--- src/rtl/fetch_unit.sv ---
// Instruction fetch: owns PC, req/ack to imem, valid/ready to decode; optional FETCH_MISALIGN_TRAP_EN.
// Latency: instr_valid one cycle after imem_ack; imem_req one cycle after a transfer (max 1 instr / 2 cycles).
// Backpressure: instr/instr_pc/PC hold while instr_ready=0; no new request is issued until the transfer.
module fetch_unit #(
    parameter logic [31:0] RESET_PC  = 32'h0000_0000,
    parameter logic [31:0] NOP_INSTR = 32'h0000_0013
) (
    input  logic        clk,
    input  logic        rst_n,
    output logic        imem_req,
    output logic [31:0] imem_addr,
    input  logic        imem_ack,
    input  logic [31:0] imem_rdata,
    output logic        instr_valid,
    input  logic        instr_ready,
    output logic [31:0] instr,
    output logic [31:0] instr_pc,
    output logic [6:0]  op,
    output logic [2:0]  funct3,
    output logic        funct7,
    input  logic        pcSrc,
    input  logic [31:0] branch_target
`ifdef FETCH_MISALIGN_TRAP_EN
    ,
    output logic        fetch_fault
`endif
);

`ifdef FETCH_MISALIGN_TRAP_EN
    typedef enum logic [1:0] {ST_FETCH, ST_VALID, ST_FAULT} state_t;
`else
    typedef enum logic [0:0] {ST_FETCH, ST_VALID} state_t;
`endif

    state_t      state, state_n;
    logic [31:0] pc, pc_n;
    logic [31:0] instr_q, instr_n;
    logic [31:0] ipc_q, ipc_n;
    logic        req_q;

    always_comb begin
        state_n = state;
        pc_n    = pc;
        instr_n = instr_q;
        ipc_n   = ipc_q;
        case (state)
            ST_FETCH: begin
                // A late ack right after reset is taken as data for RESET_PC.
                if (imem_ack) begin
                    instr_n = imem_rdata;
                    ipc_n   = pc;
                    pc_n    = pc + 32'd4;
                    state_n = ST_VALID;
                end
            end
            ST_VALID: begin
                if (instr_ready) begin
                    state_n = ST_FETCH;
                    if (pcSrc) begin
`ifdef FETCH_MISALIGN_TRAP_EN
                        if (branch_target[1:0] != 2'b00) begin
                            state_n = ST_FAULT;
                        end else begin
                            pc_n = branch_target;
                        end
`else
                        pc_n = {branch_target[31:2], 2'b00};
`endif
                    end
                end
            end
`ifdef FETCH_MISALIGN_TRAP_EN
            ST_FAULT: begin
                state_n = ST_FAULT;
            end
`endif
            default: begin
                state_n = ST_FETCH;
            end
        endcase
    end

    always_ff @(posedge clk or negedge rst_n) begin
        if (!rst_n) begin
            state   <= ST_FETCH;
            pc      <= RESET_PC;
            instr_q <= NOP_INSTR;
            ipc_q   <= 32'h0000_0000;
            req_q   <= 1'b0;
        end else begin
            state   <= state_n;
            pc      <= pc_n;
            instr_q <= instr_n;
            ipc_q   <= ipc_n;
            req_q   <= (state_n == ST_FETCH);
        end
    end

    assign imem_req    = req_q;
    assign imem_addr   = pc;
    assign instr_valid = (state == ST_VALID);
    assign instr       = instr_q;
    assign instr_pc    = ipc_q;
    assign op          = instr_q[6:0];
    assign funct3      = instr_q[14:12];
    assign funct7      = instr_q[30];
`ifdef FETCH_MISALIGN_TRAP_EN
    assign fetch_fault = (state == ST_FAULT);
`endif

endmodule

--- config.mk ---
export PLATFORM = sky130hd
export DESIGN_NAME = fetch_unit
export DESIGN_NICKNAME = d
export VERILOG_FILES = /design/src/rtl/fetch_unit.sv
export SDC_FILE = /design/constraint.sdc
export NUM_CORES = 1
export LEC_CHECK = 0
export CAP_MARGIN = 5
export CORE_MARGIN = 3
export CORE_UTILIZATION = 39
export DETAILED_ROUTE_END_ITERATION = 10
export PLACE_DENSITY_LB_ADDON = 0.25
export SETUP_SLACK_MARGIN = 0.15
export SLEW_MARGIN = 5
export SYNTH_ARGS = -nofsm -noshare
export SYNTH_HDL_FRONTEND = slang
export SYNTH_SLANG_ARGS = --single-unit
export TNS_END_PERCENT = 1
--- constraint.sdc ---
create_clock -name clk -period 1.6 [get_ports clk]
set_input_delay 0.16 -clock clk [delete_from_list [all_inputs] [get_ports clk]]
set_output_delay 0.16 -clock clk [all_outputs]
set_load 0.02 [all_outputs]
Word level (Yosys, flattened, before mapping)
Cells that the tools add are included.
- bits in registers: 98
- input bits: 69
- output and inout port bits: 109
- word-level logic and storage cells: 20
- $add $sub $neg: 1
- eq/ne operators: 3
- mux-type cells: 7
- bitwise operators: 2
- reductions and logical operators: 2
- operator list (operator ; number):
    32-bit two-way mux ; 3
    32-bit case mux with 2 select lines ; 1
    32-bit by 3-bit adder with 32-bit output (second input constant) ; 1
    2-bit != test (second input constant) ; 3
    3-bit AND reduction ; 1
    1-bit two-way mux ; 2
    1-bit NOT ; 2
    1-bit case mux with 2 select lines ; 1
    2-bit AND reduction ; 1

Longest topological paths before layout
- depth after elaboration: 3
- mapped depth: 6
- mapped depth without buffers: 6

Least setup slack after synthesis
OpenSTA, ideal clock, no wires.
- path kind: reg-to-reg
- start point: register pc[16] (netlist: imem_addr[16])
- end point: register pc[19] (netlist: imem_addr[19])
- setup time: 0.133 ns
- data arrival time: 1.766 ns
- required time: 1.467 ns
- slack: -0.299 ns
- cell stages (with the launch flop): 7
- path buffers: 1
- clock period less this slack: 1.899 ns
- cell sequence: dfrtp_1 -> nand3_2 -> or3_1 -> buf_6 -> or4_4 -> o21ai_2 -> a21oi_2
- longest elaborated chain between the ends: 3
- ends and longest elaborated chain (what ; line ; text):
    from (decl) ; 36 ; logic [31:0] pc, pc_n;
    from (signal assigned) ; 92 ; pc <= pc_n;
    32-bit by 3-bit adder with 32-bit output ; 52 ; pc_n = pc + 32'd4;
    32-bit two-way mux ; 49 ; if (imem_ack) begin
    32-bit case mux with 2 select lines ; 46 ; case (state)
No other way between the ends. The select of a mux whose other input is x is not followed.
A chain may end at the register's enable or synchronous reset.

Worst setup path after layout
- start point: register pc[12] (netlist: imem_addr[12])
- end point: register pc[25] (netlist: imem_addr[25])
The elaborated chain is that of the path after synthesis.

==> impl_metrics.env <==
export IMPL_cp_cell_sequence="nand3_4 > or3_4 > nor3_4 > buf_4 > and3_1 > mux2i_1"
export IMPL_synth_top_area_cell="dfrtp_1"
export IMPL_avgViaCountPerCell=5.07
export IMPL_pre_cts_ws_ns=-0.179
export IMPL_portBuffers=171
export IMPL_cts_tree="yes"
export IMPL_violations="negative setup slack"
export IMPL_synth_seq_area_share=0.545
export IMPL_routed_top_layer="met4"
export IMPL_fp_coreArea_um2=10600
export IMPL_criticalPathCategory="reg2reg"
export IMPL_status="finished with violations"
export IMPL_fin_nets=791
export IMPL_synth_seq_cells=94
export IMPL_die_area_um2=12400
export IMPL_cts_buffers=9
export IMPL_pwr_density_cell_nw_per_um2=1420
export IMPL_synth_cells=487
export IMPL_cts_sinks=94
export IMPL_max_freq_mhz=591
export IMPL_synth_area_um2=4320
export IMPL_yosys_warnings=0
export IMPL_gr_usage_all_layers=0.224
export IMPL_setup_ws_ns=-0.0923
export IMPL_holdWs_ns=0.259
export IMPL_grt_max_degree=73
export IMPL_via_count=4368
export IMPL_m1WireLength_um=5700
export IMPL_synth_top_cell_area_share=0.527
export IMPL_required_ns=1.89
export IMPL_hp_class="in2async"
export IMPL_wl_met2_um=6990
export IMPL_grt_pass1_vias=4471
export IMPL_cts_buffer_depth=2
export IMPL_placed_area_um2=6680
export IMPL_mostFrequentLayoutCells="nand2_1, dlygate4sd2_1, dfrtp_1, buf_4, clkdlybuf4s50_1"
export IMPL_design_area_um2=6920
export IMPL_grt_overflow_total=0
export IMPL_path_max_fanout=5
export IMPL_drc=0
export IMPL_p_total_mw=9.86
export IMPL_grt_pass1_wl_um=22500
export IMPL_post_drt_wl_per_cell_um=16.0
export IMPL_final_layout_size_suffix_gt1_frac=0.202
export IMPL_postSynthAreaPerCell_um2=8.88
export IMPL_start_util=0.410
export IMPL_swShare=0.403
export IMPL_ys_top_cells_by_area="dfrtp_1, nand2_1, buf_4"
export IMPL_setup_violations=12
export IMPL_synthDistinctLibCells=50
export IMPL_layout_min_cycle_time_ns=1.69
export IMPL_root_buffer="clkbuf_8"
export IMPL_die_height_um=111
export IMPL_rsz0062_at_grt="yes"
export IMPL_arrival_ns=1.99
export IMPL_p_clk_frac=0.172
export IMPL_clock_latency_ns=0.36
export IMPL_antenna_found_initial=0
export IMPL_p_sw_mw=3.98
export IMPL_die_x_um=111
export IMPL_internal_power_mw=5.88
export IMPL_drv_cap=0
export IMPL_critical_path_max_stage_delay_ns=0.43
export IMPL_final_hold_viol_count=0
export IMPL_cts_htree_levels=3
export IMPL_antenna_cells=0
export IMPL_setup_worst_path_start_class="register"
export IMPL_p_seq_frac=0.362
export IMPL_syn2layout_area_growth_pct=60.0
export IMPL_skew_ns=0.0117
export IMPL_gp_congestion=0.895
export IMPL_firstDrtPassIters=4
export IMPL_reg2reg_slack_ns=-0.09
export IMPL_hpwl_um=10100
export IMPL_p_comb_frac=0.466
export IMPL_clk_pin_slew_worst_paths_ns=0.10
export IMPL_dr_wl_met3_um=772
export IMPL_antenna_left=0
export IMPL_wl_um=13800
export IMPL_drtIter0Drc=206
export IMPL_cp_end_kind="register"
export IMPL_ios=178
export IMPL_vdd_drop_max_mv=0.671
export IMPL_slowest_stage="or3_4"
export IMPL_slew_violations=0
export IMPL_finalCritPeriodShare=1.06
export IMPL_rows=37
export IMPL_final_common_cell="nand2_1"
export IMPL_fill_cells=915
export IMPL_leakagePower_nw=3.50
[Yosys cell counts, drive strengths merged]
cell,count
nor2b,1
nor4,3
conb,1
a211oi,6
a22oi,1
nand3,13
and2,3
and3b,1
o32a,1
or2,1
or4,1
ha,1
nand2,199
nand4,13
inv,5
a311oi,3
a21oi,10
buf,17
mux2i,11
nor3b,1
nor3,8
o22ai,6
dfrtp,91
and4,3
o221ai,1
a31oi,3
o32ai,1
o21a,3
dfstp,3
and3,7
o31a,1
a311o,1
a32oi,2
a21o,2
clkbuf,22
nor2,20
o21ai,12
o211ai,1
nand2b,2
o211a,1
or3,2
mux2,1
a221o,2
[per-stage QoR]
step,utilization,std cells,setup TNS (ns)
2_1_floorplan,-,490,-1.53
4_1_cts,0.650,857,-0.464
5_1_grt,0.655,862,-2.02
3_5_place_dp,0.633,837,-1.77
3_3_place_gp,0.633,837,-1.15
6_report,0.655,862,-0.663
[power groups by stage]
| stage | clock, mW | sequential, mW | combinational (mW) |
|---|---|---|---|
| detailed placement | 0 | 3.63 | 5.05 |
| CTS | 1.74 | 3.56 | 4.58 |
| global route | 1.86 | 3.66 | 4.94 |
| global placement | 0 | 3.58 | 4.95 |
| finish | 1.70 | 3.57 | 4.59 |
| floorplan | 0 | 4.64 | 1.27 |
[worst max-delay path, delay by kind of cell, from the launching register on]
kind	cells	cell delay, ns
simple gates	4	0.89
flops	1	0.40
mux	1	0.19
buf+inv	1	0.15
[timing repair]
| action | 4_1_cts | 5_1_grt |
|---|---|---|
| hold endpoints to repair | 24 | 0 |
| hold buffers | 1 | 0 |
| endpoints found under the setup margin | 133 | 47 |
| resized for setup | 127 | 19 |
| setup buffers | 3 | 5 |
| pin swaps | 22 | 3 |
[cell families after synthesis]
family / synth area share
and+or+nand+nor: 0.280
muxes: 0.0281
adders and majority gates: 0.00289
DFF: 0.545
AOI/OAI and AO/OA: 0.0906
buffers and inverters: 0.0532
other: 0.000867
[sequential cells by signal, summed over array words and instances, names as in the netlist]
| name | flops |
|---|---|
| instr | 32 |
| imem_addr | 30 |
| instr_pc | 30 |
| imem_req | 1 |
| instr_valid | 1 |
[metal layers]
| metal | vias to the layer above | global-route usage |
|---|---|---|
| met4 | 0 | 0.0762 |
| met3 | 24 | 0.0535 |
| li1 | 2084 | - |
| met2 | 144 | 0.379 |
| met5 | - | 0 |
| met1 | 2116 | 0.282 |
[cell type report]
cell class	instances	area [um^2]	share of cell area
sequential	94	2370	0.343
timing repair buffer	259	2300	0.333
multi-input combinational	352	1840	0.266
tap	136	170	0.0246
clock buffer	11	151	0.0219
clock inverter	5	63.8	0.00922
inverter	5	18.8	0.00271
[path summary, 6_finish.rpt]
| kind | from | to | cells after the start |
|---|---|---|---|
| setup / recovery | imem_addr[12] | imem_addr[25] | 6 |
| hold / removal | rst_n | instr_pc[13] | 2 |
| setup reg to reg | imem_addr[12] | imem_addr[25] | 6 |
| hold reg to reg | instr[1] | instr[1] | 2 |
| max in group asynchronous | rst_n | instr[0] | 3 |
| min in group clk | imem_rdata[4] | instr[4] | 3 |
Power figures use the tool's default switching activity.
